==> config.mk <==
export PLATFORM = sky130hd
export DESIGN_NAME = baud_tick_gen
export DESIGN_NICKNAME = d
export VERILOG_FILES = /design/src/rtl/uart_pkg.sv /design/src/rtl/mod_counter.sv /design/src/rtl/baud_tick_gen.sv
export SDC_FILE = /design/constraint.sdc
export NUM_CORES = 1
export LEC_CHECK = 0
export CORE_MARGIN = 2
export CORE_UTILIZATION = 47
export CTS_CLUSTER_DIAMETER = 80
export DETAILED_ROUTE_END_ITERATION = 8
export PLACE_DENSITY = 0.74
export SETUP_SLACK_MARGIN = 0.3
export SYNTH_ARGS = -nofsm -noshare
export SYNTH_HDL_FRONTEND = slang
export SYNTH_SLANG_ARGS = --single-unit
==> constraint.sdc <==
create_clock -name clk -period 2 [get_ports clk]
set_clock_uncertainty 0.2 [all_clocks]
set_input_delay 0.3 -clock clk [delete_from_list [all_inputs] [get_ports clk]]
set_output_delay 0.3 -clock clk [all_outputs]
set_load 0.05 [all_outputs]
==> src/rtl/uart_pkg.sv <==
// Shared UART timing constants: system clock, baud rate, oversample ratio
// and the sample-clock divisor.
package uart_pkg;

    localparam int unsigned CLK_HZ      = 50_000_000;
    localparam int unsigned BAUD        = 9600;
    localparam int unsigned OSR         = 8;
    localparam int unsigned DIV_W       = 16;
    // The exact divisor is 650; existing users were built around 651.
    localparam int unsigned EXACT_DIV   = CLK_HZ / (BAUD * OSR) - 1;
    localparam int unsigned DEFAULT_DIV = 651;

endpackage

==> src/rtl/mod_counter.sv <==
// Modulo counter: counts 0..limit when inc is high, then wraps to 0.
// tc_c flags that the current count equals the limit.
module mod_counter #(
    parameter int unsigned W = 8
) (
    input  logic         clk,
    input  logic         rst,
    input  logic         clear,
    input  logic         inc,
    input  logic [W-1:0] limit,
    output logic [W-1:0] count,
    output logic         tc_c
);

    assign tc_c = (count == limit);

    always_ff @(posedge clk) begin
        if (rst || clear) begin
            count <= '0;
        end else if (inc) begin
            count <= tc_c ? '0 : count + W'(1);
        end
    end

endmodule

==> src/rtl/baud_tick_gen.sv <==
// Oversample tick generator: prescaler with runtime-loadable divisor feeding
// an oversample phase counter that marks mid-bit and end-of-bit samples.
module baud_tick_gen #(
    parameter int unsigned DIV_W       = uart_pkg::DIV_W,
    parameter int unsigned DEFAULT_DIV = uart_pkg::DEFAULT_DIV,
    parameter int unsigned OSR         = uart_pkg::OSR,
    parameter int unsigned OSR_W       = $clog2(OSR)
) (
    input  logic             clk,
    input  logic             rst,
    input  logic             en,
    input  logic [DIV_W-1:0] div,
    input  logic             div_load,
    input  logic             sync_clr,
    output logic             sample_tick,
    output logic             bit_tick,
    output logic             mid_tick,
    output logic [OSR_W-1:0] osr_phase
);

    logic [DIV_W-1:0] div_q;
    logic [DIV_W-1:0] cnt;
    logic [OSR_W-1:0] osr_cnt;
    logic             restart_c;
    logic             pre_tc_c;
    logic             osr_tc_c;
    logic             wrap_c;
    logic             mid_c;

    // A divisor load also restarts the phase, exactly like a resync.
    assign restart_c = div_load || sync_clr;
    assign wrap_c    = en && pre_tc_c;
    assign mid_c     = (osr_cnt == OSR_W'(OSR / 2 - 1));

    always_ff @(posedge clk) begin
        if (rst) begin
            div_q <= DIV_W'(DEFAULT_DIV);
        end else if (div_load) begin
            div_q <= div;
        end
    end

    mod_counter #(
        .W (DIV_W)
    ) u_prescale (
        .clk   (clk),
        .rst   (rst),
        .clear (restart_c),
        .inc   (en),
        .limit (div_q),
        .count (cnt),
        .tc_c  (pre_tc_c)
    );

    mod_counter #(
        .W (OSR_W)
    ) u_oversample (
        .clk   (clk),
        .rst   (rst),
        .clear (restart_c),
        .inc   (wrap_c),
        .limit (OSR_W'(OSR - 1)),
        .count (osr_cnt),
        .tc_c  (osr_tc_c)
    );

    // Ticks are registered one cycle after the wrap they report.
    always_ff @(posedge clk) begin
        if (rst || restart_c || !en) begin
            sample_tick <= 1'b0;
            bit_tick    <= 1'b0;
            mid_tick    <= 1'b0;
        end else begin
            sample_tick <= wrap_c;
            bit_tick    <= wrap_c && osr_tc_c;
            mid_tick    <= wrap_c && mid_c;
        end
    end

    assign osr_phase = osr_cnt;

endmodule
==> run_summary.xml, run 1 <==
<?xml version="1.0" encoding="UTF-8"?>
<metrics>
  <group name="timing">
    <metric name="slew_limit_headroom" unit="">0.757</metric>
    <metric name="post-route-period-util" unit="">0.989</metric>
    <metric name="fin_ws" unit="ns">0.0214</metric>
    <metric name="measured_slew_at_the_worst_slew_check_pin" unit="ns">0.362</metric>
    <metric name="timing_hold_violations_final" unit="">0</metric>
    <metric name="setup_repair_after_global_routing_missed_its_margin" unit="">true</metric>
    <metric name="period_minus_slack" unit="ns">1.98</metric>
    <metric name="fin_hold_ws" unit="ns">0.297</metric>
    <metric name="maxClockFrequency" unit="GHz">0.505</metric>
    <metric name="totalNegativeSetupSlack" unit="ns">0</metric>
    <metric name="report.final.setup_viol" unit="">0</metric>
    <metric name="report.final.slew_viol_count" unit="">0</metric>
  </group>
  <group name="clocking">
    <metric name="clock_slew_at_reported_path_ffs" unit="ns">0.12</metric>
    <metric name="clock_path_buffers" unit="">2</metric>
    <metric name="insertion_delay" unit="ns">0.36</metric>
    <metric name="clock_tree_from_tritoncts" unit="">yes</metric>
    <metric name="clock-sinks" unit="">38</metric>
    <metric name="cts_made_buffers" unit="">5</metric>
    <metric name="clockRootBuffer" unit="">clkbuf_4</metric>
    <metric name="htree_num_levels" unit="">2</metric>
  </group>
  <group name="critical_path">
    <metric name="worstPathArrival" unit="ns">2.08</metric>
    <metric name="critical_path.max_fanout" unit="">4</metric>
    <metric name="crit_path_start_kind" unit="">register</metric>
    <metric name="setup.worst_path.class" unit="">register to register</metric>
    <metric name="worst_setup_path_end_kind" unit="">register</metric>
    <metric name="worst_ep_required_time" unit="ns">2.10</metric>
  </group>
  <group name="power">
    <metric name="switchingPower" unit="mW">0.323</metric>
    <metric name="fin_total_pwr" unit="mW">1.31</metric>
    <metric name="ir_worst_vdd" unit="mV">0.477</metric>
    <metric name="intPower" unit="mW">0.990</metric>
    <metric name="power_frac_seq" unit="">0.604</metric>
    <metric name="power.switching_fraction" unit="">0.246</metric>
    <metric name="pwr_density_cell" unit="nW/um^2">586</metric>
    <metric name="leakagePower" unit="nW">0.871</metric>
    <metric name="share_clk_of_total_power" unit="">0.289</metric>
    <metric name="power.share.combinational" unit="">0.107</metric>
  </group>
  <group name="grt">
    <metric name="grt_max_degree" unit="">22</metric>
    <metric name="grt_util_met1" unit="">0.235</metric>
    <metric name="groute.usage.overall" unit="">0.197</metric>
    <metric name="overflow" unit="">0</metric>
    <metric name="globalRoute.busiestLayer" unit="">met2</metric>
    <metric name="via_count_of_the_first_global_routing_pass" unit="">1336</metric>
    <metric name="initial_antenna_violation_count" unit="">0</metric>
    <metric name="met2_usage" unit="">0.329</metric>
    <metric name="first_pass_grt_wire_length" unit="um">6070</metric>
    <metric name="grtUsageMet3" unit="">0.0599</metric>
  </group>
  <group name="synth">
    <metric name="synth-seq-cells" unit="">38</metric>
    <metric name="synth_top_family_by_area" unit="">simple AND/OR/NAND/NOR gates</metric>
    <metric name="synth_simple_gate_area_share" unit="">0.218</metric>
    <metric name="postSynthCellCount" unit="">180</metric>
    <metric name="synth-compound-area-share" unit="">0.0517</metric>
    <metric name="post_synth_fa_ha_maj_area_fraction" unit="">0.0295</metric>
    <metric name="synth.area.mux_share" unit="">0.0708</metric>
    <metric name="synthDistinctLibCells" unit="">28</metric>
    <metric name="yosys_warnings" unit="">0</metric>
    <metric name="synthesis.area" unit="um^2">1700</metric>
    <metric name="synth.net_count" unit="">205</metric>
    <metric name="postSynthAreaPerCell" unit="um^2">9.42</metric>
    <metric name="synth-xor-area-share" unit="">0.165</metric>
    <metric name="seq_area_frac_synth" unit="">0.449</metric>
  </group>
  <group name="cells_and_area">
    <metric name="mostFrequentLayoutCell" unit="">nor2_1</metric>
    <metric name="final_layout_size_suffix_gt1_frac" unit="">0.261</metric>
    <metric name="flow.area_growth_from_synthesis" unit="%">32.2</metric>
    <metric name="final_core_util" unit="">0.661</metric>
    <metric name="antennaDiodeCount" unit="">0</metric>
    <metric name="nets" unit="">255</metric>
    <metric name="fillers" unit="">275</metric>
    <metric name="layout.cells.most_common_list" unit="">nor2_1, buf_4, xnor2_1</metric>
  </group>
  <group name="floorplan">
    <metric name="dieWidth" unit="um">64.1</metric>
    <metric name="core_area" unit="um^2">3390</metric>
    <metric name="initial_core_util" unit="">0.500</metric>
    <metric name="core.rowCount" unit="">21</metric>
    <metric name="design.portCount" unit="">27</metric>
    <metric name="die_h" unit="um">64.1</metric>
    <metric name="die-area" unit="um^2">4100</metric>
  </group>
  <group name="route">
    <metric name="vias_per_cell" unit="">5.01</metric>
    <metric name="initialDrtViolationCount" unit="">59</metric>
    <metric name="detailedRoute.firstPassIterationCount" unit="">4</metric>
    <metric name="num_vias" unit="">1384</metric>
    <metric name="wl_per_cell" unit="um">13.4</metric>
    <metric name="ant_nets" unit="">0</metric>
    <metric name="wirelength" unit="um">3690</metric>
    <metric name="drc_errors" unit="">0</metric>
  </group>
  <group name="outcome">
    <metric name="outcome" unit="">finished clean</metric>
  </group>
  <group name="placement">
    <metric name="numPortBuffers" unit="">26</metric>
    <metric name="dpl_worst_slack" unit="ns">-0.0406</metric>
    <metric name="gp_congestion" unit="">0.827</metric>
    <metric name="post_dp_hpwl" unit="um">2790</metric>
  </group>
  <group name="job">
    <metric name="max_cap_viol_count" unit="">0</metric>
  </group>
  <group name="worst_hold_path">
    <metric name="min-delay-path-class" unit="">register to register</metric>
  </group>
</metrics>
## through the flow
stage	cell area (um^2)	instances
2_1_floorplan	1720	180
3_3_place_gp	2180	267
3_5_place_dp	2180	267
4_1_cts	2230	275
5_1_grt	2240	276
6_report	2240	276
## routing by layer
layer / vias to the layer above / wire length, um
met5: - / 0
met4: 0 / 71
met3: 7 / 153
met2: 32 / 1860
met1: 638 / 1600
li1: 707 / -
## worst max-delay path, cell delays in order (launching register included)
cell     delay, ns
dfxtp_2       0.35
xnor2_1       0.16
nand3_1       0.11
or4_4         0.57
or4_1         0.40
a21oi_1       0.13
## final timing paths
check | startpoint | endpoint | slack, ns | cells past startpoint
setup / recovery | div_q[0] | u_oversample.count[0] | 0.02 | 5
hold / removal | u_oversample.count[1] | u_oversample.count[1] | 0.30 | 2
setup reg to reg | div_q[0] | u_oversample.count[0] | 0.02 | 5
hold reg to reg | u_oversample.count[1] | u_oversample.count[1] | 0.30 | 2
## cell type report
cell class / count / area [um^2] / area share
Clock buffer: 5 / 37.5 / 0.0168
Timing Repair Buffer: 49 / 420 / 0.188
Tap cell: 46 / 57.6 / 0.0257
Sequential cell: 38 / 785 / 0.350
Multi-Input combinational cell: 135 / 927 / 0.414
Inverter: 1 / 3.75 / 0.00168
Clock inverter: 2 / 10.0 / 0.00447
## flip-flops by register name, summed over array words and instances (netlist names)
signal and count:
bit_tick 1, div_q 16, mid_tick 1, sample_tick 1, u_oversample.count 3, u_prescale.count 16
## synthesized netlist by cell type
cell type,number,area share
ha_1,4,0.030
a21oi_1,3,0.0089
or4_1,1,0.0044
buf_1,2,0.0044
o21ai_0,2,0.0059
xnor2_2,1,0.0096
nor3_1,4,0.012
or3_1,1,0.0037
buf_2,1,0.0029
and3_2,1,0.0044
nand2_1,6,0.013
a211o_1,5,0.026
nand3_1,12,0.035
and3_1,4,0.015
clkbuf_1,3,0.0066
inv_1,1,0.0022
dfxtp_1,38,0.45
a211oi_1,1,0.0044
nor2_1,31,0.069
or4_4,1,0.0066
xor2_1,8,0.041
o21bai_2,1,0.0066
nand4_1,5,0.018
xnor2_1,22,0.11
nor4_1,1,0.0037
mux2i_1,12,0.071
nor2b_1,5,0.018
and2_1,4,0.015
## power by group through the flow
| stage | clock network, mW | logic, mW | registers, mW |
|---|---|---|---|
| final | 0.379 | 0.140 | 0.794 |
| after global routing | 0.425 | 0.154 | 0.796 |
| after CTS | 0.383 | 0.139 | 0.794 |
| after detailed placement | 0 | 0.138 | 0.810 |
| after global placement | 0 | 0.135 | 0.810 |
| after floorplan | 0 | 0.0736 | 0.805 |
## repair_timing
action                                 4_1_cts  5_1_grt
endpoints found under the hold margin        0        0
setup endpoints to repair                   25       26
buffers inserted                             1        1
resized for setup                           10       11
hold buffers                                 0        0
pin swaps                                    0        1
## kinds of logic after synthesis
kind of cell / Yosys count
simple gates: 76
flops: 38
xor+xnor: 31
compound gates: 12
mux: 12
buf+inv: 7
fa+ha+maj: 4
Note: power is estimated with default switching activity, not from simulation.
==> inputs of run 2 (changes only) <==
Settings changed: CAP_MARGIN set to 15.
==> results of run 2 <==
The final DEF is identical to that of run 1; final timing and power are the same.
